$ cat config.mk
export PLATFORM = sky130hd
export DESIGN_NAME = blink_rate_detector
export DESIGN_NICKNAME = d
export VERILOG_FILES = /design/src/rtl/blink_rate_detector.sv
export SDC_FILE = /design/constraint.sdc
export NUM_CORES = 1
export LEC_CHECK = 0
export ABC_AREA = 1
export BUFFER_PORTS_ARGS = -buffer_cell sky130_fd_sc_hd__buf_2
export CAP_MARGIN = 20
export CORE_UTILIZATION = 29
export CTS_BUF_LIST = sky130_fd_sc_hd__clkbuf_16
export CTS_CLUSTER_DIAMETER = 30
export DETAILED_ROUTE_END_ITERATION = 12
export SYNTH_ARGS = -nofsm -noshare
export SYNTH_HDL_FRONTEND = slang
export SYNTH_SLANG_ARGS = --single-unit
$ cat constraint.sdc
create_clock -name clk -period 5.1 [get_ports clk]
set_clock_uncertainty 0.15 [all_clocks]
set_input_delay 0.255 -clock clk [delete_from_list [all_inputs] [get_ports clk]]
set_output_delay 0.255 -clock clk [all_outputs]
set_load 0.1 [all_outputs]
$ cat src/rtl/blink_rate_detector.sv
// Recovers the one-hot rate code of a blinking light by counting ticks between toggles.
// Optional 2-flop input synchroniser: define BLINK_DETECT_SYNC_EN.
module blink_rate_detector #(
    parameter int CNT_W   = 8,
    parameter int TIMEOUT = 32
) (
    input  logic       clk,
    input  logic       rst,
    input  logic       light_in,
    input  logic       tick,
    output logic [3:0] rate,
    output logic       rate_valid,
    output logic       locked,
    output logic       err,
    output logic       timeout
);

    typedef enum logic {IDLE, MEASURE} state_t;

    state_t           state, state_nx;
    logic [CNT_W-1:0] cnt, cnt_nx, cnt_inc;
    logic [CNT_W:0]   meas;
    logic             light_s, light_d, edge_det;
    logic             timeout_hit;
    logic [3:0]       code, prev_code;
    logic             legal;
    logic [3:0]       rate_nx, prev_nx;
    logic             valid_nx, locked_nx, err_nx, to_nx;

`ifdef BLINK_DETECT_SYNC_EN
    logic sync1, sync2;

    always_ff @(posedge clk or posedge rst) begin
        if (rst) begin
            sync1 <= 1'b0;
            sync2 <= 1'b0;
        end else begin
            sync1 <= light_in;
            sync2 <= sync1;
        end
    end

    assign light_s = sync2;
`else
    assign light_s = light_in;
`endif

    assign edge_det = light_s ^ light_d;

    // A tick landing on the closing edge belongs to the period it closes.
    assign meas        = {1'b0, cnt} + {{CNT_W{1'b0}}, tick};
    assign timeout_hit = ({1'b0, cnt} + (CNT_W+1)'(1)) == (CNT_W+1)'(TIMEOUT);
    assign cnt_inc     = (cnt == {CNT_W{1'b1}}) ? cnt : cnt + CNT_W'(1);

    always_comb begin
        code = 4'b0000;
        case (meas)
            (CNT_W+1)'(1): code = 4'b0001;
            (CNT_W+1)'(2): code = 4'b0010;
            (CNT_W+1)'(4): code = 4'b0100;
            (CNT_W+1)'(8): code = 4'b1000;
            default:       code = 4'b0000;
        endcase
    end

    assign legal = (code != 4'b0000);

    always_ff @(posedge clk or posedge rst) begin
        if (rst) begin
            state      <= IDLE;
            cnt        <= '0;
            light_d    <= 1'b0;
            rate       <= 4'b0000;
            rate_valid <= 1'b0;
            locked     <= 1'b0;
            err        <= 1'b0;
            timeout    <= 1'b0;
            prev_code  <= 4'b0000;
        end else begin
            state      <= state_nx;
            cnt        <= cnt_nx;
            light_d    <= light_s;
            rate       <= rate_nx;
            rate_valid <= valid_nx;
            locked     <= locked_nx;
            err        <= err_nx;
            timeout    <= to_nx;
            prev_code  <= prev_nx;
        end
    end

    always_comb begin
        state_nx  = state;
        cnt_nx    = cnt;
        rate_nx   = rate;
        locked_nx = locked;
        prev_nx   = prev_code;
        valid_nx  = 1'b0;
        err_nx    = 1'b0;
        to_nx     = 1'b0;
        case (state)
            IDLE: begin
                cnt_nx = '0;
                if (edge_det) state_nx = MEASURE;
            end
            MEASURE: begin
                if (edge_det) begin
                    cnt_nx = '0;
                    if (legal) begin
                        rate_nx   = code;
                        valid_nx  = 1'b1;
                        locked_nx = (code == prev_code);
                        prev_nx   = code;
                    end else begin
                        err_nx    = 1'b1;
                        rate_nx   = 4'b0000;
                        locked_nx = 1'b0;
                        prev_nx   = 4'b0000;
                    end
                end else if (tick) begin
                    if (timeout_hit) begin
                        // A stall forgets the last code, so relock needs two fresh matches.
                        state_nx  = IDLE;
                        cnt_nx    = '0;
                        to_nx     = 1'b1;
                        rate_nx   = 4'b0000;
                        locked_nx = 1'b0;
                        prev_nx   = 4'b0000;
                    end else begin
                        cnt_nx = cnt_inc;
                    end
                end
            end
            default: state_nx = IDLE;
        endcase
    end

endmodule

==> impl_metrics.yaml, run 1 <==
status:
  status: "finished, final reports clean"
timing:
  maxSlewHeadroom_pct: 52.99
  finalSetupTns_ns: 0
  period_minus_slack_ns: 2.192
  tightestPinTransition_ns: 0.7043
  max_freq_mhz: 456.2
  hold_violations: 0
  layout_worst_path_cycle_share_pct: 42.98
  slew_violations: 0
  rsz0062_at_grt: "no"
  setup_viol_count_final: 0
floorplan:
  start_util_pct: 31.34
  die-height_um: 68.92
  core.rowCount: 23
  fp.dieW_um: 68.92
  ios: 12
  dieArea_um2: 4750
  core_um2: 4144
global_route:
  grt_usage_pct: 14.12
  grt_pass1_wl_um: 4905
  grt_max_degree: 19
  grt_pass1_vias: 1100
  antenna_found_initial: 0
  overflow: 0
clock_tree:
  clk_pin_slew_ns: 0.05
  cts.sinks: 18
  cts_tree: "done"
  htreeDepth: 1
  clkLatencyLatePin_ns: 0.25
  cts_buffer_depth: 2
  post_cts_resized: 0
  cts-root-buf: "clkbuf_16"
  numCtsBuffers: 3
route:
  via_per_inst: 4.649
  ant_nets: 0
  drc: 0
  wl_um: 2780
  wl_per_cell_um: 11.21
  drt_first_pass_iters: 4
  drt-initial-drc-count: 17
  via_count: 1153
synthesis:
  syn_nets: 190
  yosys_warnings: 0
  synth_cell_types: 23
  ys_seq_area_share_pct: 34.68
  syn_area_um2: 1299
  yosysMostFrequentCell: "nand2_1"
  ys_seq_elements: 18
  synth_edf_count: 0
  syn_inst: 183
  synthTopCellsByArea: "dfrtp_1 35%, nand2_1 14%, inv_1 8.1%"
  synth_common_cells: "50 x nand2_1, 28 x inv_1, 21 x nand3_1"
  syn-mean-instance-area_um2: 7.097
  synth-async-reset-ratio_pct: 100.0
  synth_area_leader_cell: "dfrtp_1"
  ys.flop_type: "dfrtp_1"
  synth_top_area_share_pct: 34.68
finish:
  num_antenna_cells: 0
  fill_cells: 445
  fin_nets: 206
  drive_gt1_share_pct: 15.66
  finalInstanceArea_um2: 1500
  area_growth_pct: 15.51
placement:
  place_congestion: 0.7988
  dpl.hpwl_um: 2187
  port_buffers: 11
  placed_area_um2: 1401
setup_path:
  critPathKind: "reg -> reg"
  crit_path_max_fanout: 5
  cp-start-kind: "flop"
  end_kind: "flop"
  cp_data_arrival_time_ns: 2.19
  critPathRequiredTime_ns: 5.09
power_and_ir_drop:
  power.density_nw_per_um2: 313.6
  power_frac_comb_pct: 31.4
  p_seq_share_pct: 34.7
  switchingPower_uw: 180.0
  p_int_uw: 290.5
  peakVddDrop_mv: 0.1539
  power_leakage_nw: 0.7707
  swShare_pct: 38.26
  power.share.clock_pct: 33.9
run:
  max_cap_viol_count: 0
hold_path:
  hold_class: "in -> reg"
==> cell type report <==
| type | count | area [µm²] | share of cell area [%] |
|---|---|---|---|
| multi-input cells | 135 | 728.2 | 48.54 |
| clock inverters | 1 | 3.754 | 0.2502 |
| clock buffers | 3 | 75.07 | 5.004 |
| well taps | 50 | 62.56 | 4.170 |
| repair buffers | 13 | 75.07 | 5.004 |
| inverters | 28 | 105.1 | 7.006 |
| flip-flops and latches | 18 | 450.4 | 30.02 |
==> path summary, 6_finish.rpt <==
kind / to / from / slack, ns / cells past startpoint
min: timeout / tick / 0.15 / 3
max in group asynchronous: cnt[7] / rst / 3.84 / 3
min reg2reg: locked / locked / 0.33 / 2
max: locked / cnt[0] / 2.91 / 14
max reg2reg: locked / cnt[0] / 2.91 / 14
min in group asynchronous: prev_code[1] / rst / 0.51 / 3
==> power by group through the flow <==
| stage | logic, mW | clock network (mW) | registers, mW |
|---|---|---|---|
| final | 0.148 | 0.159 | 0.163 |
| after global routing | 0.162 | 0.169 | 0.166 |
| after CTS | 0.149 | 0.164 | 0.163 |
| after detailed placement | 0.148 | 0 | 0.166 |
| after global placement | 0.147 | 0 | 0.166 |
| after floorplan | 0.0541 | 0 | 0.234 |
==> cells in the final DEF (no fill, tap or decap), types with 2 or more instances in the layout <==
cell / Yosys / layout
nor2_2: 3 / 3
xor2_1: 2 / 2
nand3_4: 2 / 2
nor2_4: 5 / 5
clkbuf_16: 0 / 3
ha_1: 3 / 3
inv_1: 28 / 28
buf_2: 0 / 11
nand2_2: 4 / 4
o22ai_1: 7 / 7
dlygate4sd3_1: 0 / 2
nand3_2: 2 / 2
dfrtp_1: 18 / 18
o21ai_1: 6 / 6
nor2_1: 15 / 15
nand2_1: 50 / 50
nand4_1: 4 / 4
nand3_1: 21 / 21
o21ai_0: 5 / 5
==> state kept, by name, summed over array words and instances, names as in the netlist <==
name        flops
cnt             8
prev_code       4
err             1
light_d         1
locked          1
rate_valid      1
state           1
timeout         1
==> kinds of logic after synthesis <==
| family | Yosys count | synth area share (%) |
|---|---|---|
| flops | 18 | 34.68 |
| xor+xnor | 3 | 2.023 |
| fa+ha+maj | 3 | 2.890 |
| buf+inv | 30 | 9.248 |
| compound gates | 21 | 9.152 |
| simple gates | 108 | 42.00 |
==> critical path: stages, from the launching register on <==
cell and delay [ns]:
dfrtp_1 0.42, ha_1 0.23, ha_1 0.23, nand3_1 0.15
inv_1 0.05, nand2_1 0.10, nand3_1 0.08, nor2_1 0.21
nand3_1 0.13, nand2_1 0.07, nand2_1 0.06, nand2_1 0.06
nor2_1 0.04, nand2_1 0.05, nand2_1 0.05
==> per-stage QoR <==
step | std cells | power (mW) | util, % | setup WS (ns) | hold slack (ns)
floorplan | 183 | 0.2884 | - | 3.126 | 0.04357
global placement | 242 | 0.3134 | 33.82 | 2.973 | 0.2382
detailed placement | 242 | 0.3135 | 33.82 | 2.933 | 0.2399
CTS | 248 | 0.4767 | 36.20 | 2.927 | 0.1531
global route | 248 | 0.4967 | 36.20 | 2.653 | 0.1660
finish | 248 | 0.4705 | 36.20 | 2.908 | 0.1512
==> metal layers <==
layer / global-route usage (%) / wire length [µm] / vias up
met2: 21.84 / 1243 / 17
met1: 19.72 / 1423 / 517
li1: - / - / 617
met3: 3.454 / 93 / 2
met5: 0 / 0 / -
met4: 3.061 / 20 / 0
==> what timing repair did <==
action,CTS,global route
endpoints found under the hold margin,19,0
buffers inserted,0,0
setup endpoints to repair,0,0
hold buffers,2,0
(Power assumes the default switching activity.)
==> inputs of run 2 (changes only) <==
Clock period 5.1 ns to 2.01 ns, I/O delays scaled along.
==> impl_metrics.yaml, run 2 (synthesized netlist as in run 1, its figures left out) <==
setup_path:
  cp-start-kind: "flop"
  cp-endpoint: "locked"
  path_cells: "ha_4 > ha_4 > nor2_1 > nand3_2 > nor2_2 > nand3_2 > nand2_2 > nand2_1 > nand2_2 > nor2_2 > nand2_1 > nand2_1"
  reg2reg_from: "cnt[0]"
  cp_slowest_cell: "dfrtp_1"
  path_common_cell: "nand2_1"
  crit_start: "cnt[0]"
  crit_path_max_fanout: 3
  critPathKind: "reg -> reg"
  critPathRequiredTime_ns: 2.01
  end_kind: "flop"
  r2r_slack_ns: 0.0009
  reg2reg_to: "locked"
  ff2ff_path_depth: 12
  max_stage_delay_ns: 0.41
  cp_data_arrival_time_ns: 2.01
global_route:
  grt_max_degree: 19
  overflow: 0
  grt_usage_pct: 14.61
  antenna_found_initial: 0
  grt_pass1_wl_um: 5057
  grt_pass1_vias: 1117
power_and_ir_drop:
  power.share.clock_pct: 31.8
  peakVddDrop_mv: 0.3967
  p_int_uw: 788.2
  p_seq_share_pct: 32.4
  power_leakage_nw: 0.8608
  swShare_pct: 38.74
  power_frac_comb_pct: 35.8
  power.density_nw_per_um2: 725.1
  switchingPower_uw: 498.4
finish:
  layout_commonest_cell: "nand2_1"
  area_growth_pct: 36.61
  largest-register: "cnt"
  most-common-layout-cells: "42 x nand2_1, 26 x inv_1, 16 x dfrtp_1, 14 x buf_4"
  largest_reg_flops: 8
  largestRegisters: "cnt: 8 flops, prev_code: 4 flops"
  finalInstanceArea_um2: 1774
  fill_cells: 413
  drive_gt1_share_pct: 37.74
  instances_no_fill: 262
  num_antenna_cells: 0
  fin_nets: 220
floorplan:
  dieArea_um2: 4750
  die-height_um: 68.92
  core_um2: 4144
  start_util_pct: 31.34
  fp.dieW_um: 68.92
  ios: 12
  core.rowCount: 23
status:
  status: "finished, final reports clean"
timing:
  max_freq_mhz: 497.7
  layout_worst_path_cycle_share_pct: 99.96
  maxSlewHeadroom_pct: 52.94
  period_minus_slack_ns: 2.009
  rsz0062_at_grt: "yes"
  slew_violations: 0
  setup_viol_count_final: 0
  tightestPinTransition_ns: 0.7052
  whs_ns: 0.004753
  hold_violations: 0
route:
  via_count: 1239
  wl_per_cell_um: 12.00
  drc: 0
  via_per_inst: 4.729
  wl_um: 3143
  drt-initial-drc-count: 34
  drt_first_pass_iters: 4
  ant_nets: 0
placement:
  port_buffers: 11
  dp_cells: 255
  place_congestion: 0.8860
  dpl.hpwl_um: 2307
  placed_area_um2: 1499
clock_tree:
  htreeDepth: 1
  cts_tree: "done"
  cts_buffer_depth: 2
  clkLatencyLatePin_ns: 0.26
  cts.sinks: 18
  cts-root-buf: "clkbuf_16"
  numCtsBuffers: 3
  clk_pin_slew_ns: 0.06
run:
  max_cap_viol_count: 0
hold_path:
  hold_class: "in -> reg"
-- run 2: cell count changes in the layout (fill, tap and decap cells not counted), moves of 3 or more --
cell	delta
buf_4	+14
nand3_1	-9
nand2_1	-8
nand2_2	+8
nand3_2	+8
nor2_1	-5
nor2_4	+5
o21ai_2	+4
ha_1	-3
-- run 2: area by class of cell --
cell class	count	area, µm²	share of cell area, %
Multi-Input combinational cell	135	894.6	50.42
Clock buffer	3	75.07	4.231
Timing Repair Buffer	27	180.2	10.16
Clock inverter	1	3.754	0.2116
Sequential cell	18	452.9	25.53
Inverter	28	105.1	5.924
Tap cell	50	62.56	3.526
-- run 2: metrics by stage --
stage	TNS (ns)	utilization [%]	power (mW)	setup slack (ns)
final	0	42.81	1.287	0.0008602
after global routing	-0.6172	42.81	1.345	-0.1326
after CTS	-0.003771	40.13	1.264	-0.003771
after detailed placement	-0.3080	36.17	0.8291	-0.1560
after global placement	-0.1170	36.17	0.8279	-0.1170
after floorplan	0	-	0.7319	0.03574
-- run 2: metal layers --
layer  share of wire, %  GRT usage, %
met1                 48         20.52
met2                 46         21.72
met3                3.3         2.961
met4                2.5         5.612
met5                  0             0
-- run 2: worst min-delay path by stage --
| stage | start | to | cells after the start |
|---|---|---|---|
| after floorplan | rst | cnt[0] | 1 |
| after global placement | light_in | light_d | 1 |
| after detailed placement | light_in | light_d | 1 |
| after CTS | tick | timeout | 3 |
| after global routing | tick | timeout | 3 |
| final | tick | timeout | 3 |
-- run 2: power by group through the flow --
stage	clock (mW)	combinational, mW	sequential [mW]
floorplan	0	0.137	0.595
global placement	0	0.410	0.418
detailed placement	0	0.410	0.419
CTS	0.417	0.431	0.415
global route	0.428	0.497	0.419
finish	0.409	0.460	0.417
-- run 2: worst max-delay path: cells and delay by family (launching register included) --
family,cells,cell delay [ns]
flops,1,0.41
simple gates,10,0.95
fa+ha+maj,2,0.40
-- run 2: timing repair --
item,in CTS,in global routing
pin swaps,5,16
hold buffers,2,0
buffers inserted,0,1
hold endpoints to repair,19,0
resized for setup,17,28
cloned,0,0
setup endpoints to repair,10,16
